### config.mk
export PLATFORM = sky130hd
export DESIGN_NAME = alu_arbiter_flat
export DESIGN_NICKNAME = d
export VERILOG_FILES = /design/src/rtl/alu_arbiter_pkg.sv /design/src/rtl/alu_arbiter_if.sv /design/src/rtl/alu_arbiter_alu.sv /design/src/rtl/alu_arbiter_rr_picker.sv /design/src/rtl/alu_arbiter.sv /design/src/flat_wrapper.sv
export SDC_FILE = /design/constraint.sdc
export NUM_CORES = 1
export LEC_CHECK = 0
export CELL_PAD_IN_SITES_DETAIL_PLACEMENT = 1
export CELL_PAD_IN_SITES_GLOBAL_PLACEMENT = 1
export CORE_UTILIZATION = 43
export DETAILED_ROUTE_END_ITERATION = 10
export HOLD_SLACK_MARGIN = 0.02
export PLACE_DENSITY_LB_ADDON = 0.1
export SLEW_MARGIN = 20
export SYNTH_ARGS = -nofsm -noshare
export SYNTH_HDL_FRONTEND = slang
export SYNTH_HIERARCHICAL = 1
export SYNTH_SLANG_ARGS = --single-unit
### constraint.sdc
create_clock -name clock -period 9.92 [get_ports clock]
set_input_delay 1.984 -clock clock [delete_from_list [all_inputs] [get_ports clock]]
set_output_delay 1.984 -clock clock [all_outputs]
set_load 0.01 [all_outputs]
### src/rtl/alu_arbiter_pkg.sv
// alu_arbiter_pkg
// Shared types and constants for the ALU arbiter slice:
//   alu_op_t    - one ALU operation as presented by a requester
//   arb_state_t - arbiter sequencing states
//   ALU_XLEN    - datapath width
//   wrap_add    - modular index helper used by the round-robin picker
package alu_arbiter_pkg;

    localparam int ALU_XLEN = 32;

    typedef struct packed {
        logic [2:0]          funct3;
        logic [6:0]          funct7;
        logic                opImm;
        logic [ALU_XLEN-1:0] rs1;
        logic [ALU_XLEN-1:0] rs2;
        logic [ALU_XLEN-1:0] immediateI;
    } alu_op_t;

    typedef enum logic [1:0] {
        IDLE,
        EXEC,
        RESP
    } arb_state_t;

    // (base + off) mod n for 0 <= base < n and 0 < off <= n; a single
    // conditional subtract avoids a general modulo.
    function automatic int wrap_add(input int base, input int off, input int n);
        int s;
        s = base + off;
        if (s >= n) s = s - n;
        return s;
    endfunction

endpackage

### src/rtl/alu_arbiter_if.sv
// alu_arbiter_if
// Request/response bundle between NUM_REQ requesters and the arbiter.
//   req_valid/req_ready/req_op/req_tag   - per-requester request channel
//   resp_valid/resp_ready                - per-requester response handshake
//   resp_result/resp_tag                 - shared response payload
//   req_lock/lock_owner_valid            - only when ALU_ARB_LOCK_EN is defined
// Modports: master (requester side), slave (arbiter side).
interface alu_arbiter_if #(
    parameter int NUM_REQ   = 2,
    parameter int TAG_WIDTH = 4
) ();
    import alu_arbiter_pkg::*;

    logic [NUM_REQ-1:0]                req_valid;
    logic [NUM_REQ-1:0]                req_ready;
    alu_op_t [NUM_REQ-1:0]             req_op;
    logic [NUM_REQ-1:0][TAG_WIDTH-1:0] req_tag;
    logic [NUM_REQ-1:0]                resp_valid;
    logic [NUM_REQ-1:0]                resp_ready;
    logic [ALU_XLEN-1:0]               resp_result;
    logic [TAG_WIDTH-1:0]              resp_tag;

`ifdef ALU_ARB_LOCK_EN
    logic [NUM_REQ-1:0]                req_lock;
    logic                              lock_owner_valid;

    modport master (
        output req_valid, req_op, req_tag, resp_ready, req_lock,
        input  req_ready, resp_valid, resp_result, resp_tag, lock_owner_valid
    );
    modport slave (
        input  req_valid, req_op, req_tag, resp_ready, req_lock,
        output req_ready, resp_valid, resp_result, resp_tag, lock_owner_valid
    );
`else
    modport master (
        output req_valid, req_op, req_tag, resp_ready,
        input  req_ready, resp_valid, resp_result, resp_tag
    );
    modport slave (
        input  req_valid, req_op, req_tag, resp_ready,
        output req_ready, resp_valid, resp_result, resp_tag
    );
`endif

endinterface

### src/rtl/alu_arbiter_alu.sv
// alu
// RV32I integer ALU (combinational).
//   funct3_i, funct7_i, op_imm_i - operation select
//   rs1_i, rs2_i, imm_i          - operands; imm_i replaces rs2_i when op_imm_i
//   result_o                     - result
module alu
    import alu_arbiter_pkg::*;
(
    input  logic [2:0]          funct3_i,
    input  logic [6:0]          funct7_i,
    input  logic                op_imm_i,
    input  logic [ALU_XLEN-1:0] rs1_i,
    input  logic [ALU_XLEN-1:0] rs2_i,
    input  logic [ALU_XLEN-1:0] imm_i,
    output logic [ALU_XLEN-1:0] result_o
);

    logic [ALU_XLEN-1:0] operand2;
    logic [4:0]          shamt;
    logic                unused_bits;

    assign operand2    = op_imm_i ? imm_i : rs2_i;
    assign shamt       = operand2[4:0];
    assign unused_bits = ^{funct7_i[6], funct7_i[4:0]};

    always_comb begin
        result_o = '0;
        case (funct3_i)
            // Immediate form has no subtract: addi ignores funct7[5].
            3'b000: result_o = (funct7_i[5] && !op_imm_i) ? rs1_i - operand2
                                                          : rs1_i + operand2;
            3'b001: result_o = rs1_i << shamt;
            3'b010: result_o = {{(ALU_XLEN-1){1'b0}}, ($signed(rs1_i) < $signed(operand2))};
            3'b011: result_o = {{(ALU_XLEN-1){1'b0}}, (rs1_i < operand2)};
            3'b100: result_o = rs1_i ^ operand2;
            3'b101: result_o = funct7_i[5] ? ALU_XLEN'($signed(rs1_i) >>> shamt)
                                           : rs1_i >> shamt;
            3'b110: result_o = rs1_i | operand2;
            default: result_o = rs1_i & operand2;
        endcase
    end

endmodule

### src/rtl/alu_arbiter_rr_picker.sv
// rr_picker
// Combinational round-robin selector. The search starts one past ptr_i and
// wraps modulo NUM_REQ; the first asserted request wins.
//   req_i   - request vector
//   ptr_i   - index of the previous winner
//   grant_o - one-hot grant (zero when no request)
//   idx_o   - index of the winner
//   valid_o - any request present
module rr_picker
    import alu_arbiter_pkg::*;
#(
    parameter int NUM_REQ = 2,
    parameter int IDX_W   = (NUM_REQ > 1) ? $clog2(NUM_REQ) : 1
) (
    input  logic [NUM_REQ-1:0] req_i,
    input  logic [IDX_W-1:0]   ptr_i,
    output logic [NUM_REQ-1:0] grant_o,
    output logic [IDX_W-1:0]   idx_o,
    output logic               valid_o
);

    // cand_idx[k] is the requester examined at search position k.
    logic [IDX_W-1:0] cand_idx [NUM_REQ];

    for (genvar gi = 0; gi < NUM_REQ; gi++) begin : g_cand
        assign cand_idx[gi] = IDX_W'(wrap_add(int'(ptr_i), gi + 1, NUM_REQ));
    end

    // Scanning from the far end lets the nearest candidate overwrite.
    always_comb begin
        grant_o = '0;
        idx_o   = '0;
        valid_o = 1'b0;
        for (int k = NUM_REQ - 1; k >= 0; k--) begin
            if (req_i[cand_idx[k]]) begin
                idx_o   = cand_idx[k];
                valid_o = 1'b1;
            end
        end
        if (valid_o) grant_o[idx_o] = 1'b1;
    end

endmodule

### src/rtl/alu_arbiter.sv
// alu_arbiter
// Shares one ALU between NUM_REQ requesters. One operation is in flight at a
// time: IDLE (grant) -> EXEC (evaluate, register result) -> RESP (hold result
// until the owner accepts it). Winner selection is round robin.
// Ports:
//   clock   - system clock
//   reset_n - synchronous active-low reset
//   bus     - alu_arbiter_if.slave request/response bundle
//   busy    - high while an op is in EXEC or RESP
// Optional: define ALU_ARB_LOCK_EN to add req_lock/lock_owner_valid, letting
// the owner keep the ALU across back-to-back ops.
module alu_arbiter
    import alu_arbiter_pkg::*;
#(
    parameter int NUM_REQ   = 2,
    parameter int TAG_WIDTH = 4
) (
    input  logic         clock,
    input  logic         reset_n,
    alu_arbiter_if.slave bus,
    output logic         busy
);

    localparam int IDX_W = (NUM_REQ > 1) ? $clog2(NUM_REQ) : 1;

    arb_state_t          state_q, state_d;
    logic [IDX_W-1:0]    last_q, last_d;
    logic [IDX_W-1:0]    grant_q, grant_d;
    alu_op_t             op_q, op_d;
    logic [TAG_WIDTH-1:0] tag_q, tag_d;
    logic [ALU_XLEN-1:0] result_q, result_d;

    logic [NUM_REQ-1:0]  rr_grant;
    logic [IDX_W-1:0]    rr_idx;
    logic                rr_valid;
    logic [IDX_W-1:0]    win_idx;
    logic                win_valid;
    logic [ALU_XLEN-1:0] alu_result;
    logic                unused_grant;

    rr_picker #(
        .NUM_REQ (NUM_REQ),
        .IDX_W   (IDX_W)
    ) u_picker (
        .req_i   (bus.req_valid),
        .ptr_i   (last_q),
        .grant_o (rr_grant),
        .idx_o   (rr_idx),
        .valid_o (rr_valid)
    );

    // The one-hot form is rebuilt below with the lock override applied.
    assign unused_grant = ^rr_grant;

    alu u_alu (
        .funct3_i (op_q.funct3),
        .funct7_i (op_q.funct7),
        .op_imm_i (op_q.opImm),
        .rs1_i    (op_q.rs1),
        .rs2_i    (op_q.rs2),
        .imm_i    (op_q.immediateI),
        .result_o (alu_result)
    );

`ifdef ALU_ARB_LOCK_EN
    logic lock_q, lock_d;
    logic lock_hold;

    // A locked owner that is requesting again wins outright.
    assign lock_hold            = lock_q && bus.req_valid[grant_q];
    assign win_idx              = lock_hold ? grant_q : rr_idx;
    assign win_valid            = lock_hold || rr_valid;
    assign bus.lock_owner_valid = lock_q;
`else
    assign win_idx   = rr_idx;
    assign win_valid = rr_valid;
`endif

    for (genvar gi = 0; gi < NUM_REQ; gi++) begin : g_hs
        assign bus.req_ready[gi]  = reset_n && (state_q == IDLE) && win_valid
                                    && (win_idx == IDX_W'(gi));
        assign bus.resp_valid[gi] = reset_n && (state_q == RESP)
                                    && (grant_q == IDX_W'(gi));
    end

    assign bus.resp_result = result_q;
    assign bus.resp_tag    = tag_q;
    assign busy            = reset_n && (state_q != IDLE);

    always_comb begin
        state_d  = state_q;
        last_d   = last_q;
        grant_d  = grant_q;
        op_d     = op_q;
        tag_d    = tag_q;
        result_d = result_q;
`ifdef ALU_ARB_LOCK_EN
        lock_d   = lock_q;
`endif
        case (state_q)
            IDLE: begin
`ifdef ALU_ARB_LOCK_EN
                // Owner went quiet: give up the lock and arbitrate normally.
                if (lock_q && !lock_hold) lock_d = 1'b0;
`endif
                if (win_valid) begin
                    state_d = EXEC;
                    last_d  = win_idx;
                    grant_d = win_idx;
                    op_d    = bus.req_op[win_idx];
                    tag_d   = bus.req_tag[win_idx];
                end
            end
            EXEC: begin
                result_d = alu_result;
                state_d  = RESP;
            end
            RESP: begin
                if (bus.resp_ready[grant_q]) begin
                    state_d = IDLE;
`ifdef ALU_ARB_LOCK_EN
                    lock_d  = bus.req_lock[grant_q];
`endif
                end
            end
            default: state_d = IDLE;
        endcase
    end

    always_ff @(posedge clock) begin
        if (!reset_n) begin
            state_q  <= IDLE;
            last_q   <= IDX_W'(NUM_REQ - 1);
            grant_q  <= '0;
            op_q     <= '0;
            tag_q    <= '0;
            result_q <= '0;
`ifdef ALU_ARB_LOCK_EN
            lock_q   <= 1'b0;
`endif
        end else begin
            state_q  <= state_d;
            last_q   <= last_d;
            grant_q  <= grant_d;
            op_q     <= op_d;
            tag_q    <= tag_d;
            result_q <= result_d;
`ifdef ALU_ARB_LOCK_EN
            lock_q   <= lock_d;
`endif
        end
    end

endmodule

### src/flat_wrapper.sv
// flat-port wrapper written by rule: the top's interface ports become plain ports
module alu_arbiter_flat import alu_arbiter_pkg::*;
#(
    parameter int NUM_REQ   = 2,
    parameter int TAG_WIDTH = 4
)
  (clock, reset_n, busy, bus_req_valid, bus_req_op, bus_req_tag, bus_resp_ready, bus_req_ready, bus_resp_valid, bus_resp_result, bus_resp_tag);
  alu_arbiter_if #(.NUM_REQ(NUM_REQ), .TAG_WIDTH(TAG_WIDTH)) bus_i ();
  input  logic clock;
  input  logic reset_n;
  output logic busy;
  input wire logic [$bits(bus_i.req_valid)-1:0] bus_req_valid;
  input wire logic [$bits(bus_i.req_op)-1:0] bus_req_op;
  input wire logic [$bits(bus_i.req_tag)-1:0] bus_req_tag;
  input wire logic [$bits(bus_i.resp_ready)-1:0] bus_resp_ready;
  output wire logic [$bits(bus_i.req_ready)-1:0] bus_req_ready;
  output wire logic [$bits(bus_i.resp_valid)-1:0] bus_resp_valid;
  output wire logic [$bits(bus_i.resp_result)-1:0] bus_resp_result;
  output wire logic [$bits(bus_i.resp_tag)-1:0] bus_resp_tag;
  assign bus_i.req_valid = bus_req_valid;
  assign bus_i.req_op = bus_req_op;
  assign bus_i.req_tag = bus_req_tag;
  assign bus_i.resp_ready = bus_resp_ready;
  assign bus_req_ready = bus_i.req_ready;
  assign bus_resp_valid = bus_i.resp_valid;
  assign bus_resp_result = bus_i.resp_result;
  assign bus_resp_tag = bus_i.resp_tag;
  alu_arbiter #(.NUM_REQ(NUM_REQ), .TAG_WIDTH(TAG_WIDTH)) u_core (.clock(clock), .reset_n(reset_n), .bus(bus_i), .busy(busy));
endmodule
==> key figures <==
Global routing
  • Total Routing Usage GR: 39.27%
  • Antenna violations before repair: 1
  • Vias in the first global route: 17250
  • First-pass GRT wire length: 106700 um
  • Largest net degree at the start of global routing: 88
  • Total congestion overflow: 0

Worst setup path
  • WP data arrival: 4460 ps
  • Worst Path Buf+Inv: 3
  • Crit-path max FO: 87
  • WP data required: 7940 ps
  • Worst Setup End Kind: primary output
  • R2r setup slk: 4090 ps
  • CP most frequent cell: clkdlybuf4s50_1
  • Crit path max-delay family: buffers and inverters
  • Slowest cell on the critical path: buf_4
  • CP startpoint kind: input port
  • Crit-path max cell delay: 730 ps
  • Worst path cell trace: clkdlybuf4s50_1 -> or2_1 -> nor3b_2 -> nand2_4 -> buf_4 -> nor2_1 -> clkdlybuf4s50_1
  • Critical path type: in -> out

Synthesis
  • Mapped cell area: 15170 um^2
  • Synth Instances: 1993
  • Syn Area/Cell: 7.610 um^2
  • Syn nets: 2326
  • Ys Warns: 6

Floorplan
  • Die Wd: 189.8 um
  • Starting Density: 43.80%
  • Die area: 36020 um^2
  • Num rows: 68
  • Core area: 34630 um^2
  • Io pins: 269
  • Die height: 189.8 um

Detailed routing
  • Post-Route WL: 70880 um
  • Starting DRT DRC Count: 1652
  • Wire per inst: 27.30 um
  • Antenna viol nets, final: 0
  • TritonRoute pass-1 iters: 5
  • DR vias: 16870
  • Routed vias/inst: 6.499
  • DRC Markers: 0

Job
  • Max Cap Viol: 0

Timing
  • RSZ-0062 raised after global routing: false
  • Slew at the pin closest to its max-slew limit: 1136 ps
  • Final max-slew violation count: 0
  • Setup violators final: 0
  • Slew HR: 23.46%
  • Final setup margin: 3472 ps
  • Final hold vios: 0
  • Final min period: 6448 ps
  • Final TNS setup: 0 ps
  • Final clock skew: 13.47 ps
  • Peak Freq: 155.1 MHz
  • Fin crit share: 65.00%

Cells and area
  • Design area: 18400 um^2
  • Reg area: 2824 um^2
  • Layout cells sized above 1: 5.184%
  • Synth-to-layout area growth: 21.32%
  • Multi-input combinational cell area: 11160 um^2
  • Ant. Diodes: 0
  • Filler cells: 4135
  • Nets@finish: 2462

Clock network
  • TritonCTS clock tree: built
  • CTS Root Cell: clkbuf_16
  • Htree depth: 4
  • Worst skew pair latency: 450 ps
  • TritonCTS Buffers: 17
  • Post-cts resize count: 0
  • Post-CTS setup buffers: 0
  • # hold bufs at CTS: 0
  • # clock sinks: 141
  • Clock buffer depth: 2
  • Worst-path clk slew: 60 ps

Pwr
  • Power density cells: 161.8 nW/um^2
  • Peak supply drop: 0.1321 mV
  • Power Total: 2.976 mW
  • P_leak: 7.174 nW

Place
  • Port-buffer cells: 256
  • Detail Placement HPWL: 52770 um
  • Post-DP Area: 17760 um^2
  • GPL Wtd Cong: 1.028
  • Worst slack, placed: 3445 ps

Worst hold path
  • Min-Delay Path Class: reg -> reg

Status
  • Outcome: finished, final reports clean
## where the power goes
| group | total [mW] | internal, mW | switching, mW |
|---|---|---|---|
| combinational | 1.56 | 0.555 | 1.01 |
| sequential | 0.708 | 0.627 | 0.0809 |
| clock | 0.709 | 0.424 | 0.284 |
## registers in the layout, summed over array words and instances (netlist names)
register / count
u_core/last_q: 1
u_core/op_q: 101
u_core/state_q: 2
u_core/bus.resp_tag: 4
u_core/grant_q: 1
u_core/bus.resp_result: 32
## cell type report
type / count / share of cell area (%)
inverters: 112 / 2.285
clock inverters: 14 / 1.122
well taps: 455 / 3.094
clock buffers: 17 / 2.312
flip-flops and latches: 141 / 15.35
multi-input cells: 1570 / 60.65
repair buffers: 287 / 15.19
## layout by cell type, fill, tap and decap left out, drive strengths merged, types with 17 or more instances in the layout
cell type        n
clkdlybuf4s50  256
nand2          219
mux2i          216
nor2           164
dfxtp          141
a21oi          136
o21ai          133
inv            115
o2bb2ai        106
ha             103
a21boi          43
a211oi          35
buf             31
nand3           31
a31oi           29
o211ai          26
nor3            24
xnor2           18
clkbuf          17
## through the flow
| step | hold slack (ps) | instances | utilization, % |
|---|---|---|---|
| after floorplan | 430.5 | 1993 | - |
| after global placement | 443.2 | 2565 | 51.28 |
| after detailed placement | 446.6 | 2565 | 51.30 |
| after CTS | 463.2 | 2596 | 53.12 |
| after global routing | 481.4 | 2596 | 53.13 |
| final | 460.8 | 2596 | 53.13 |
## worst min-delay path: stages, from the launching register on
cell and delay, ps:
dfxtp_1 310, nand2_1 50, a21boi_1 50
## metal layers
metal / share of wire, % / GRT usage (%) / routed length (um) / up-vias
met3: 6.6 / 6.419 / 4645 / 209
met1: 40 / 46.74 / 28180 / 8283
li1: - / - / - / 7573
met5: 0 / 0 / 0 / -
met4: 6.3 / 24.04 / 4453 / 0
met2: 47 / 66.03 / 33600 / 806
## worst paths after layout
path | startpoint | to | cells after the start
worst max-delay path | bus_req_valid[0] | bus_req_ready[1] | 7
worst min-delay path | u_core/bus.resp_result[4] | u_core/bus.resp_result[4] | 2
worst max register to register | u_core/op_q[96] | u_core/bus.resp_result[0] | 15
worst min register to register | u_core/bus.resp_result[4] | u_core/bus.resp_result[4] | 2
No activity file was read; power rests on OpenSTA's default activity.
